`src/rtl/inv_mix_columns.sv`:
```
// Multi-cycle AES InvMixColumns engine: one column per three cycles via iterated xtime.
// Define INV_MIX_FWD_EN to add the i_fwd port selecting forward MixColumns per state.
module inv_mix_columns (
   input  logic         clk,
   input  logic         rst,
   input  logic         i_valid,
   output logic         o_ready,
   input  logic [127:0] i_state,
   output logic         o_valid,
   input  logic         i_ready,
`ifdef INV_MIX_FWD_EN
   input  logic         i_fwd,
`endif
   output logic [127:0] o_state
);

   localparam logic [2:0] IDLE = 3'd0;
   localparam logic [2:0] X2   = 3'd1;
   localparam logic [2:0] X4   = 3'd2;
   localparam logic [2:0] X8   = 3'd3;
   localparam logic [2:0] DONE = 3'd4;

   logic [2:0]   state;
   logic [1:0]   col;
   logic [127:0] a_reg;
   logic [31:0]  a2;
   logic [31:0]  a4;
   logic [31:0]  cur;
   logic [31:0]  a8;
   logic [31:0]  res;
   logic         fwd;

   function automatic logic [7:0] xtime(input logic [7:0] b);
      return {b[6:0], 1'b0} ^ (b[7] ? 8'h1B : 8'h00);
   endfunction

   function automatic logic [31:0] xtime_w(input logic [31:0] w);
      logic [31:0] r;
      r = '0;
      for (int unsigned i = 0; i < 4; i++)
         r[8*i +: 8] = xtime(w[8*i +: 8]);
      return r;
   endfunction

   function automatic logic [31:0] rotl8(input logic [31:0] w);
      return {w[23:0], w[31:24]};
   endfunction

   function automatic logic [31:0] rotl16(input logic [31:0] w);
      return {w[15:0], w[31:16]};
   endfunction

   function automatic logic [31:0] rotl24(input logic [31:0] w);
      return {w[7:0], w[31:8]};
   endfunction

   // Row r of a rotl-by-8k word holds row r+k, giving the mod-4 row offsets
   function automatic logic [31:0] col_inv(input logic [31:0] a, input logic [31:0] m2,
                                           input logic [31:0] m4, input logic [31:0] m8);
      logic [31:0] m14, m11, m13, m9;
      m14 = m8 ^ m4 ^ m2;
      m11 = m8 ^ m2 ^ a;
      m13 = m8 ^ m4 ^ a;
      m9  = m8 ^ a;
      return m14 ^ rotl8(m11) ^ rotl16(m13) ^ rotl24(m9);
   endfunction

   function automatic logic [31:0] col_fwd(input logic [31:0] a, input logic [31:0] m2);
      return m2 ^ rotl8(m2 ^ a) ^ rotl16(a) ^ rotl24(a);
   endfunction

   always_comb begin
      cur = '0;
      case (col)
         2'd0:    cur = a_reg[127:96];
         2'd1:    cur = a_reg[95:64];
         2'd2:    cur = a_reg[63:32];
         default: cur = a_reg[31:0];
      endcase
   end

   always_comb begin
      a8  = xtime_w(a4);
      res = fwd ? col_fwd(cur, a2) : col_inv(cur, a2, a4, a8);
   end

   assign o_ready = rst && (state == IDLE);
   assign o_valid = (state == DONE);

   always_ff @(posedge clk) begin
      if (!rst) begin
         state   <= IDLE;
         col     <= '0;
         a_reg   <= '0;
         a2      <= '0;
         a4      <= '0;
         fwd     <= 1'b0;
         o_state <= '0;
      end else begin
         case (state)
            IDLE: begin
               if (i_valid) begin
                  a_reg   <= i_state;
`ifdef INV_MIX_FWD_EN
                  fwd     <= i_fwd;
`else
                  fwd     <= 1'b0;
`endif
                  col     <= '0;
                  a2      <= '0;
                  a4      <= '0;
                  o_state <= '0;
                  state   <= X2;
               end
            end
            X2: begin
               a2    <= xtime_w(cur);
               state <= X4;
            end
            X4: begin
               a4    <= xtime_w(a2);
               state <= X8;
            end
            X8: begin
               case (col)
                  2'd0:    o_state[127:96] <= res;
                  2'd1:    o_state[95:64]  <= res;
                  2'd2:    o_state[63:32]  <= res;
                  default: o_state[31:0]   <= res;
               endcase
               if (col == 2'd3) begin
                  state <= DONE;
               end else begin
                  col   <= col + 2'd1;
                  state <= X2;
               end
            end
            DONE: begin
               if (i_ready)
                  state <= IDLE;
            end
            default: state <= IDLE;
         endcase
      end
   end

endmodule

```
`config.mk`:
```
export PLATFORM = sky130hd
export DESIGN_NAME = inv_mix_columns
export DESIGN_NICKNAME = d
export VERILOG_FILES = /design/src/rtl/inv_mix_columns.sv
export SDC_FILE = /design/constraint.sdc
export NUM_CORES = 1
export LEC_CHECK = 0
export CORE_ASPECT_RATIO = 1.75
export CORE_MARGIN = 2
export CORE_UTILIZATION = 59
export CTS_BUF_LIST = sky130_fd_sc_hd__clkbuf_8
export DETAILED_ROUTE_END_ITERATION = 12
export GPL_TIMING_DRIVEN = 0
export PLACE_DENSITY = 0.89
export SLEW_MARGIN = 0
export SYNTH_ARGS = -nofsm -noshare
export SYNTH_HDL_FRONTEND = slang
export SYNTH_SLANG_ARGS = --single-unit
```
`constraint.sdc`:
```
create_clock -name clk -period 5.38 [get_ports clk]
set_input_delay 0.807 -clock clk [delete_from_list [all_inputs] [get_ports clk]]
set_output_delay 0.807 -clock clk [all_outputs]
set_load 0.01 [all_outputs]
```
==> reports/metrics.cfg, run 1 <==
[placed_design]
place_area_um2 = 17500
finalWeightedCongestion = 1.01
numPortBuffers = 261
post-dp-hpwl_um = 38200

[clocking]
clk_latency_ps = 620
cts_tree = done
cts_resized = 0
cts_max_level = 2
cts_setup_buffers = 0
cts-root-buf = clkbuf_8
clkSlewWorstSetupHoldPaths_ps = 70
numCtsBuffers = 44
cts.sinks = 325
clockBufferDepth = 3
hold_buffers = 0

[logic_synthesis]
yosysWarnings = 0
synth_cells = 1516
synthAdderAreaFrac = 0.00344
synth-simple-area-share = 0.128
synthArstFlopShare = 0
synth_seq_cells = 325
synth_top_family_by_area = compound AO/OA/AOI/OAI gates
syn-num-nets = 1652
synth_mux_area_frac = 0.0200
syn_avg_cell_area_um2 = 9.58
netlist_area_um2 = 14500
yosys.cell_types.count = 34
synth_edf_count = 0
synth_flop_cell = dfxtp_1
synth-seq-area-share = 0.448
synthXorXnorAreaFrac = 0.169
synth-compound-area-share = 0.193

[final_layout]
fin_nets = 1959
final_common_cell = nand2_1
syn_to_final_growth_pct = 26.8
final_area_um2 = 18400
layout-drive-gt1-share = 0.0459
n_antenna_cell = 0
layout_common_cells = nand2_1 (348), dfxtp_1 (325), clkdlybuf4s50_1 (261)

[global_route]
antenna_found_initial = 0
grt_pass1_wl_um = 72900
grt_use_total = 0.380
first_global_vias = 13101
grt.overflow.total = 0
grt_max_degree = 13

[worst_setup_path]
critPathCaptureType = output pin
setup.worst_path.start_class = input pin
cpPeakStageDelay_ps = 590
crit_fanout = 10
critPathKind = in2out
critPathArrivalTime_ps = 3140
crit_chain = clkdlybuf4s50_1 -> clkbuf_1 -> clkbuf_1 -> and2_1 -> clkdlybuf4s50_1
worst_path_max_delay_cell = clkdlybuf4s50_1
r2r_start = col[0]$_SDFFE_PN0P_
required_ps = 4570
startpoint = rst

[detailed_routing]
vias = 12855
vias_per_cell = 5.94
routed_wl_um = 49000
firstDrtPassIters = 7
drcViolationCount = 0
wl_per_cell_um = 22.7
initialDrtViolationCount = 1062
ant_nets = 0

[floorplanning]
die_w_um = 123
initial_core_util = 0.595
rows = 76
die-area_um2 = 25900
ios = 262
chipHeight_um = 212
core-area_um2 = 24400

[timing]
skew_ps = 29.2
fin_setup_tns_ps = 0
worst_hold_slack_ps = 448
rsz0062_at_grt = false
tightest_slew_ps = 1490
period_share = 0.733
final-setup-viol-count = 0
maxSlewViolCount = 0
slew_headroom = 0.00638
hold_viol = 0
fmax_mhz = 254
period_minus_slack_ps = 3940

[flow_run]
maxCapViolCount = 1

[power_and_ir_drop]
power_mw = 5.96
internal_power_mw = 4.06
ir_drop_mv = 0.200
switching_share = 0.318
power_leakage_nw = 6.85
p_sw_mw = 1.90
power_density_nw_per_um2 = 323
seqPwrFrac = 0.440
clockPowerShare = 0.330
combinationalPowerShare = 0.229

[outcome]
outcome = complete, but fails checks
violations = max-capacitance violations

[worst_hold_path]
hp-class = reg2reg
hold_start = o_state[81]$_SDFFE_PN0P_

==> cells in the mapped netlist (3+ instances only) <==
cell type	count	area (um2)
dfxtp_1	325	6510
nand2b_1	3	18.8
a222oi_1	32	320
nor3b_1	4	30.0
a31oi_1	4	25.0
and3_1	4	25.0
o21a_1	4	30.0
mux2i_1	29	290
nand2_1	348	1310
a22oi_1	65	488
xor2_1	58	508
o21ai_0	9	45.0
o21ai_1	78	390
a21boi_0	129	968
clkbuf_1	98	368
buf_2	14	70.1
nor2b_1	66	413
ha_1	4	50.1
xnor2_1	79	692
xnor3_1	48	1080
nor2_1	4	15.0
and2_1	3	18.8
a22o_1	60	526
inv_1	31	116
==> cell type report <==
type                            instances  area (um2)
Buffer                                114         445
Clock buffer                           54         743
Clock inverter                         20         155
Fill cell                            1690        6010
Inverter                               31         116
Multi-Input combinational cell       1046        7460
Sequential cell                       325        6510
Tap cell                              312         390
Timing Repair Buffer                  261        2610
==> path summary, 6_finish.rpt <==
kind	to	slack (ps)	depth (start not counted)
min reg2reg	o_state[81]$_SDFFE_PN0P_	450	2
min	o_state[81]$_SDFFE_PN0P_	450	2
max	o_ready	1440	5
max reg2reg	o_state[61]$_SDFFE_PN0P_	1560	10
==> cell families (layout without fill, tap and decap cells) <==
logic type / Yosys count / count (layout)
adders and majority gates: 4 / 4
and+or+nand+nor: 436 / 436
AOI/OAI and AO/OA: 384 / 384
xor gates and xnor gates: 193 / 193
DFF: 325 / 325
buffers and inverters: 145 / 480
muxes: 29 / 29
==> critical path: cells and delay by family <==
kind	cells	cell delay, ps
buf+inv	4	2080
simple gates	1	230
==> power groups by stage <==
stage | Combinational, mW | Clock (mW) | Sequential [mW]
after detailed placement | 1.33 | 0 | 2.67
after global placement | 1.29 | 0 | 2.67
after global routing | 1.43 | 2.04 | 2.63
final | 1.37 | 1.97 | 2.62
after CTS | 1.34 | 1.95 | 2.62
after floorplan | 0.832 | 0 | 2.64
==> routing by layer <==
layer / vias up / part of all wire / global-route usage
li1: 5810 / - / -
met1: 5950 / 0.30 / 0.356
met2: 815 / 0.50 / 0.664
met3: 280 / 0.075 / 0.0709
met4: 0 / 0.12 / 0.378
met5: - / 0 / 0
==> through the flow <==
stage,worst slack [ps],instances,util
final,1440,2163,0.754
after global routing,1370,2163,0.754
after CTS,1500,2163,0.754
after detailed placement,1510,2089,0.717
after global placement,1510,2089,0.717
after floorplan,2820,1516,-
(Power assumes the default switching activity.)
==> run 2: changes to the inputs <==
CORE_UTILIZATION = 49   (was 59)
PLACE_DENSITY = 0.79   (was 0.89)
clock period = 3.21 ns   (was 5.38 ns; I/O delays follow)
==> run 2 against run 1 <==
The flow now finishes without violations; sequential cell count stayed put; critical path depth rose by 6; utilization down 11 points; highest routed layer unchanged.
==> reports/metrics.cfg, run 2 (same netlist as run 1, synthesis figures left out) <==
[final_layout]
syn_to_final_growth_pct = 30.2  ; was 26.8%
stdcell_count = 2270  ; was 2163
final_common_cell = nand2_1  ; unchanged
fin_nets = 1992  ; was 1959
layout-drive-gt1-share = 0.0758  ; was 0.0459
final_area_um2 = 18900  ; was 18400 um2
layout_common_cells = nand2_1 (348), dfxtp_1 (323), clkdlybuf4s50_1 (261)  ; was nand2_1 (348), dfxtp_1 (325), clkdlybuf4s50_1 (261)
fillers = 2455  ; was 1690

[worst_setup_path]
critPathKind = reg2reg  ; was in2out
r2r_start = col[0]$_SDFFE_PN0P_  ; unchanged
critPathArrivalTime_ps = 3720  ; was 3140 ps
cpPeakStageDelay_ps = 680  ; was 590 ps
crit_fanout = 10  ; unchanged
crit_path_frequent_cell = buf_4
critPathCaptureType = flop  ; was output pin
startpoint = col[0]$_SDFFE_PN0P_  ; was rst
required_ps = 3740  ; was 4570 ps
crit_chain = inv_1 -> ha_1 -> buf_2 -> clkbuf_4 -> buf_4 -> a222oi_1 -> mux2i_4 -> buf_4 -> xnor2_1 -> xnor3_2 -> o21ai_1  ; was clkdlybuf4s50_1 -> clkbuf_1 -> clkbuf_1 -> and2_1 -> clkdlybuf4s50_1
setup.worst_path.start_class = flop  ; was input pin
worst_path_max_delay_cell = a222oi_1  ; was clkdlybuf4s50_1

[detailed_routing]
vias = 12622  ; was 12855
drcViolationCount = 0  ; unchanged
vias_per_cell = 5.56  ; was 5.94
initialDrtViolationCount = 940  ; was 1062
ant_nets = 0  ; unchanged
wl_per_cell_um = 21.6  ; was 22.7 um
routed_wl_um = 49100  ; was 49000 um
firstDrtPassIters = 10  ; was 7

[clocking]
clockBufferDepth = 3  ; unchanged
cts_max_level = 2  ; unchanged
cts-root-buf = clkbuf_8  ; unchanged
clk_latency_ps = 620  ; about the same
clkSlewWorstSetupHoldPaths_ps = 70  ; about the same
cts_tree = done  ; unchanged
cts.sinks = 325  ; unchanged
numCtsBuffers = 46  ; was 44

[power_and_ir_drop]
ir_drop_mv = 0.342  ; was 0.200 mV
power_leakage_nw = 7.08  ; was 6.85 nW
power_mw = 10.1  ; was 5.96 mW
power_density_nw_per_um2 = 533  ; was 323 nW/um2

[timing]
final-setup-viol-count = 0  ; unchanged
tightest_slew_ps = 1270  ; was 1490 ps
skew_ps = 45.7  ; was 29.2 ps
period_share = 0.993
fmax_mhz = 314
fin_setup_tns_ps = 0  ; unchanged
maxSlewViolCount = 0  ; unchanged
slew_headroom = 0.148  ; was 0.00638
hold_viol = 0  ; unchanged
period_minus_slack_ps = 3190
rsz0062_at_grt = false  ; unchanged

[flow_run]
maxCapViolCount = 0  ; was 1

[global_route]
grt_use_total = 0.309  ; was 0.380
grt.overflow.total = 0  ; unchanged
antenna_found_initial = 2  ; was 0
first_global_vias = 12437  ; was 13101
grt_pass1_wl_um = 72300  ; was 72900 um
grt_max_degree = 14  ; was 13

[placed_design]
post-dp-hpwl_um = 38700  ; was 38200 um
placed_cells = 2159  ; was 2089
numPortBuffers = 261  ; unchanged
finalWeightedCongestion = 0.954  ; was 1.01
place_area_um2 = 17600  ; was 17500 um2

[floorplanning]
rows = 83  ; was 76
initial_core_util = 0.496  ; was 0.595
core-area_um2 = 29300  ; was 24400 um2
ios = 262  ; unchanged
die_w_um = 134  ; was 123 um
die-area_um2 = 31100  ; was 25900 um2
chipHeight_um = 232  ; was 212 um

[worst_hold_path]
hold_start = i_state[48]  ; was o_state[81]$_SDFFE_PN0P_
hp-class = in2reg  ; was reg2reg

[outcome]
outcome = finished, final reports clean  ; was complete, but fails checks

[run 2: power by group]
part	total [mW]	switching [mW]	leakage (nW)	internal, mW
registers	4.39	0.159	2.64	4.23
logic	2.49	1.50	3.93	0.989
clock network	3.20	1.61	0.516	1.59
total	10.1	3.27	7.08	6.81
[run 2: through the flow]
stage,setup slack [ps],hold WS (ps),utilization
global route,19.2,465,0.646
finish,23.7,443,0.646
global placement,-871,436,0.602
floorplan,648,443,-
CTS,11.6,433,0.642
detailed placement,-928,441,0.602
[run 2: timing repair]
action,CTS,global route
resized for setup,26,12
endpoints found under the setup margin,105,42
setup buffers,23,8
pin swaps,15,9
hold buffers,0,0
[run 2: worst max-delay path, delay by kind of cell (launching register included)]
| family | cells | cell delay [ps] |
|---|---|---|
| compound gates | 2 | 870 |
| xor+xnor | 2 | 520 |
| fa+ha+maj | 1 | 180 |
| buf+inv | 5 | 940 |
| flops | 1 | 370 |
| mux | 1 | 240 |
[run 2: routing by layer]
metal / GRT usage / routed length [um]
met1: 0.308 / 16500
met5: 0 / 0
met2: 0.570 / 25400
met3: 0.0406 / 2680
met4: 0.241 / 4560
[run 2: layout make-up]
class	count	area, um2	share of cell area
diodes	2	5.00	0.000265
clock inverters	25	149	0.00787
flip-flops and latches	325	6510	0.344
clock buffers	53	729	0.0386
well taps	382	478	0.0253
repair buffers	292	2850	0.150
plain buffers	114	460	0.0243
multi-input cells	1046	7620	0.403
inverters	31	116	0.00615
[run 2: worst paths after layout]
| path | end | slack [ps] | cells after the start |
|---|---|---|---|
| hold reg to reg | o_state[49]$_SDFFE_PN0P_ | 450 | 2 |
| setup / recovery | o_state[83]$_SDFFE_PN0P_ | 20 | 11 |
| hold / removal | a_reg[48]$_SDFFE_PN0P_ | 440 | 3 |
| setup reg to reg | o_state[83]$_SDFFE_PN0P_ | 20 | 11 |
==> run 3: changes to the inputs <==
CELL_PAD_IN_SITES_DETAIL_PLACEMENT = 0   (was unset)
CELL_PAD_IN_SITES_GLOBAL_PLACEMENT = 1   (was unset)
CORE_UTILIZATION = 38   (was 49)
PLACE_DENSITY = 0.8   (was 0.79)
==> run 3 against run 2 <==
Routed wire length rose by 6.5%; utilization fell by 14 points; count of clock-buffer cells in the layout rose by 6; cell area rose by 1.2%; first-iteration DRC count fell by 15%; via count fell by 1.2%; fmax rose by 0.57%; clock skew barely moved; sequential cell count did not move.
==> reports/metrics.cfg, run 3 (same netlist as run 1, synthesis figures left out) <==
[floorplanning]
initial_core_util = 0.386  ; was 0.496
die-area_um2 = 39900  ; was 31100 um2
rows = 94  ; was 83
chipHeight_um = 263  ; was 232 um
ios = 262  ; unchanged
core-area_um2 = 37600  ; was 29300 um2
die_w_um = 152  ; was 134 um

[worst_setup_path]
critPathKind = reg2reg  ; unchanged
r2r-end = o_state[35]$_SDFFE_PN0P_  ; was o_state[83]$_SDFFE_PN0P_
cpPeakStageDelay_ps = 670  ; was 680 ps
crit_chain = inv_2 -> ha_1 -> buf_6 -> buf_6 -> buf_2 -> a222oi_1 -> mux2i_2 -> xnor2_1 -> xnor3_1 -> o21ai_1  ; was inv_1 -> ha_1 -> buf_2 -> clkbuf_4 -> buf_4 -> a222oi_1 -> mux2i_4 -> buf_4 -> xnor2_1 -> xnor3_2 -> o21ai_1
critPathArrivalTime_ps = 3710  ; was 3720 ps
crit_family = compound AO/OA/AOI/OAI gates  ; was buffers and inverters
reg2reg_depth = 10  ; was 11
startpoint = col[0]$_SDFFE_PN0P_  ; unchanged
cp.depth = 10  ; was 11
crit_path_frequent_cell = buf_6  ; was buf_4
rrSetupSlack_ps = 40  ; was 20 ps
setup.worst_path.start_class = flop  ; unchanged
required_ps = 3750  ; was 3740 ps
crit_path_end = o_state[35]$_SDFFE_PN0P_  ; was o_state[83]$_SDFFE_PN0P_
worst_path_max_delay_cell = a222oi_1  ; unchanged
r2r_start = col[0]$_SDFFE_PN0P_  ; unchanged
crit_fanout = 10  ; unchanged
critPathCaptureType = flop  ; unchanged
cp_num_buf_inv = 4  ; was 5

[clocking]
clockBufferDepth = 3  ; unchanged
cts-root-buf = clkbuf_8  ; unchanged
clkSlewWorstSetupHoldPaths_ps = 70  ; about the same
hold_buffers = 0  ; unchanged
cts_max_level = 2  ; unchanged
clk_latency_ps = 620  ; about the same
cts.sinks = 325  ; unchanged
cts_tree = done  ; unchanged
numCtsBuffers = 47  ; was 46

[global_route]
grt_use_total = 0.250  ; was 0.309
first_global_vias = 12556  ; was 12437
grt_max_degree = 14  ; unchanged
grt_pass1_wl_um = 76300  ; was 72300 um
antenna_found_initial = 1  ; was 2
grt.overflow.total = 0  ; unchanged

[final_layout]
syn_to_final_growth_pct = 31.8  ; was 30.2%
stdcell_count = 2364  ; was 2270
layout_common_cells = nand2_1 (348), dfxtp_1 (323), clkdlybuf4s50_1 (261)  ; unchanged
layout-drive-gt1-share = 0.0791  ; was 0.0758
final_common_cell = nand2_1  ; unchanged
fin_nets = 1982  ; was 1992
finalCoreUtilization = 0.509  ; was 0.646

[timing]
period_minus_slack_ps = 3170  ; was 3190 ps
final-setup-viol-count = 0  ; unchanged
maxSlewViolCount = 0  ; unchanged
hold_viol = 0  ; unchanged
skew_ps = 45.4  ; was 45.7 ps
slew_headroom = 0.301  ; was 0.148
fmax_mhz = 316  ; was 314 MHz
period_share = 0.987  ; was 0.993
tightest_slew_ps = 1050  ; was 1270 ps
rsz0062_at_grt = false  ; unchanged

[flow_run]
maxCapViolCount = 0  ; unchanged

[placed_design]
finalWeightedCongestion = 0.913  ; was 0.954
numPortBuffers = 261  ; unchanged
placed_cells = 2257  ; was 2159
post-dp-hpwl_um = 41200  ; was 38700 um

[outcome]
outcome = finished, final reports clean  ; unchanged

[detailed_routing]
drcViolationCount = 0  ; unchanged
routed_wl_um = 52300  ; was 49100 um
initialDrtViolationCount = 800  ; was 940
firstDrtPassIters = 8  ; was 10
vias_per_cell = 5.27  ; was 5.56
wl_per_cell_um = 22.1  ; was 21.6 um
ant_nets = 0  ; unchanged
vias = 12470  ; was 12622

[power_and_ir_drop]
power_leakage_nw = 7.13  ; was 7.08 nW
ir_drop_mv = 0.291  ; was 0.342 mV
power_density_nw_per_um2 = 540  ; was 533 nW/um2

[worst_hold_path]
hp-class = in2reg  ; unchanged

==> run 3: cell count changes in the layout (fill, tap and decap cells not counted), moves of 3 or more <==
cell      before  now
buf_2         10    6
buf_4         32   21
buf_6          0    3
buf_8          0    3
clkbuf_4       3    0
clkbuf_8      53   59
clkinv_2       5    9
inv_1         47   43
xnor2_1       71   74
xnor2_2       10    5
xnor3_1       45   42
xnor3_2        5    8
==> run 3: layout make-up <==
| type | count | area, um2 |
|---|---|---|
| fill | 3584 | 18500 |
| multi-input combinational | 1046 | 7640 |
| sequential | 325 | 6510 |
| timing repair buffer | 282 | 2810 |
| clock buffer | 59 | 812 |
| tap | 480 | 601 |
| buffer | 113 | 502 |
| clock inverter | 27 | 160 |
| inverter | 31 | 116 |
| antenna | 1 | 2.50 |
==> run 3: what timing repair did <==
| item | in CTS | in global routing |
|---|---|---|
| cloned | 0 | 2 |
| pin swaps | 15 | 7 |
| gates resized for setup | 44 | 19 |
| setup endpoints to repair | 124 | 62 |
| endpoints found under the hold margin | 0 | 0 |
| buffers inserted | 15 | 4 |
==> run 3: worst min-delay path by stage <==
stage	slack [ps]	endpoint	cells after the start	from
finish	420	a_reg[47]$_SDFFE_PN0P_	3	i_state[47]
global route	430	a_reg[11]$_SDFFE_PN0P_	3	i_state[11]
CTS	410	a_reg[39]$_SDFFE_PN0P_	3	i_state[39]
detailed placement	440	o_state[35]$_SDFFE_PN0P_	2	o_state[35]$_SDFFE_PN0P_
global placement	440	o_state[33]$_SDFFE_PN0P_	2	o_state[33]$_SDFFE_PN0P_
floorplan	440	a_reg[63]$_SDFFE_PN0P_	2	a_reg[63]$_SDFFE_PN0P_
==> run 3: routing by layer <==
metal	up-vias	routed length (um)	global-route usage	share of wire
li1	5870	-	-	-
met1	5992	18100	0.249	0.35
met2	447	28200	0.482	0.54
met3	161	2140	0.0297	0.041
met4	0	3850	0.161	0.074
met5	-	0	0	0
==> run 3: report_power, final <==
group | switching (mW) | internal (mW) | leakage (nW) | total [mW]
registers | 0.159 | 4.23 | 2.64 | 4.39
clock network | 1.67 | 1.75 | 0.560 | 3.42
logic | 1.55 | 0.988 | 3.93 | 2.54
total | 3.37 | 6.97 | 7.13 | 10.3
==> run 3: worst reg2reg max path: stages, from the launching register on <==
cell,delay [ps]
dfxtp_4,370
inv_2,50
ha_1,200
buf_6,150
buf_6,160
buf_2,230
a222oi_1,670
mux2i_2,300
xnor2_1,340
xnor3_1,470
o21ai_1,160
==> run 3: per-stage QoR <==
| stage | total power, mW | TNS (ps) | hold WS [ps] | worst slack, ps | cell area [um2] |
|---|---|---|---|---|---|
| 3_3_place_gp | 6.83 | -34600 | 437 | -999 | 17700 |
| 4_1_cts | 10.4 | 0 | 415 | 3.40 | 19000 |
| 6_report | 10.3 | 0 | 422 | 41.7 | 19100 |
| 3_5_place_dp | 6.85 | -40090 | 442 | -1040 | 17700 |
| 5_1_grt | 10.7 | 0 | 425 | 0.407 | 19100 |
| 2_1_floorplan | 5.82 | 0 | 443 | 648 | 14500 |
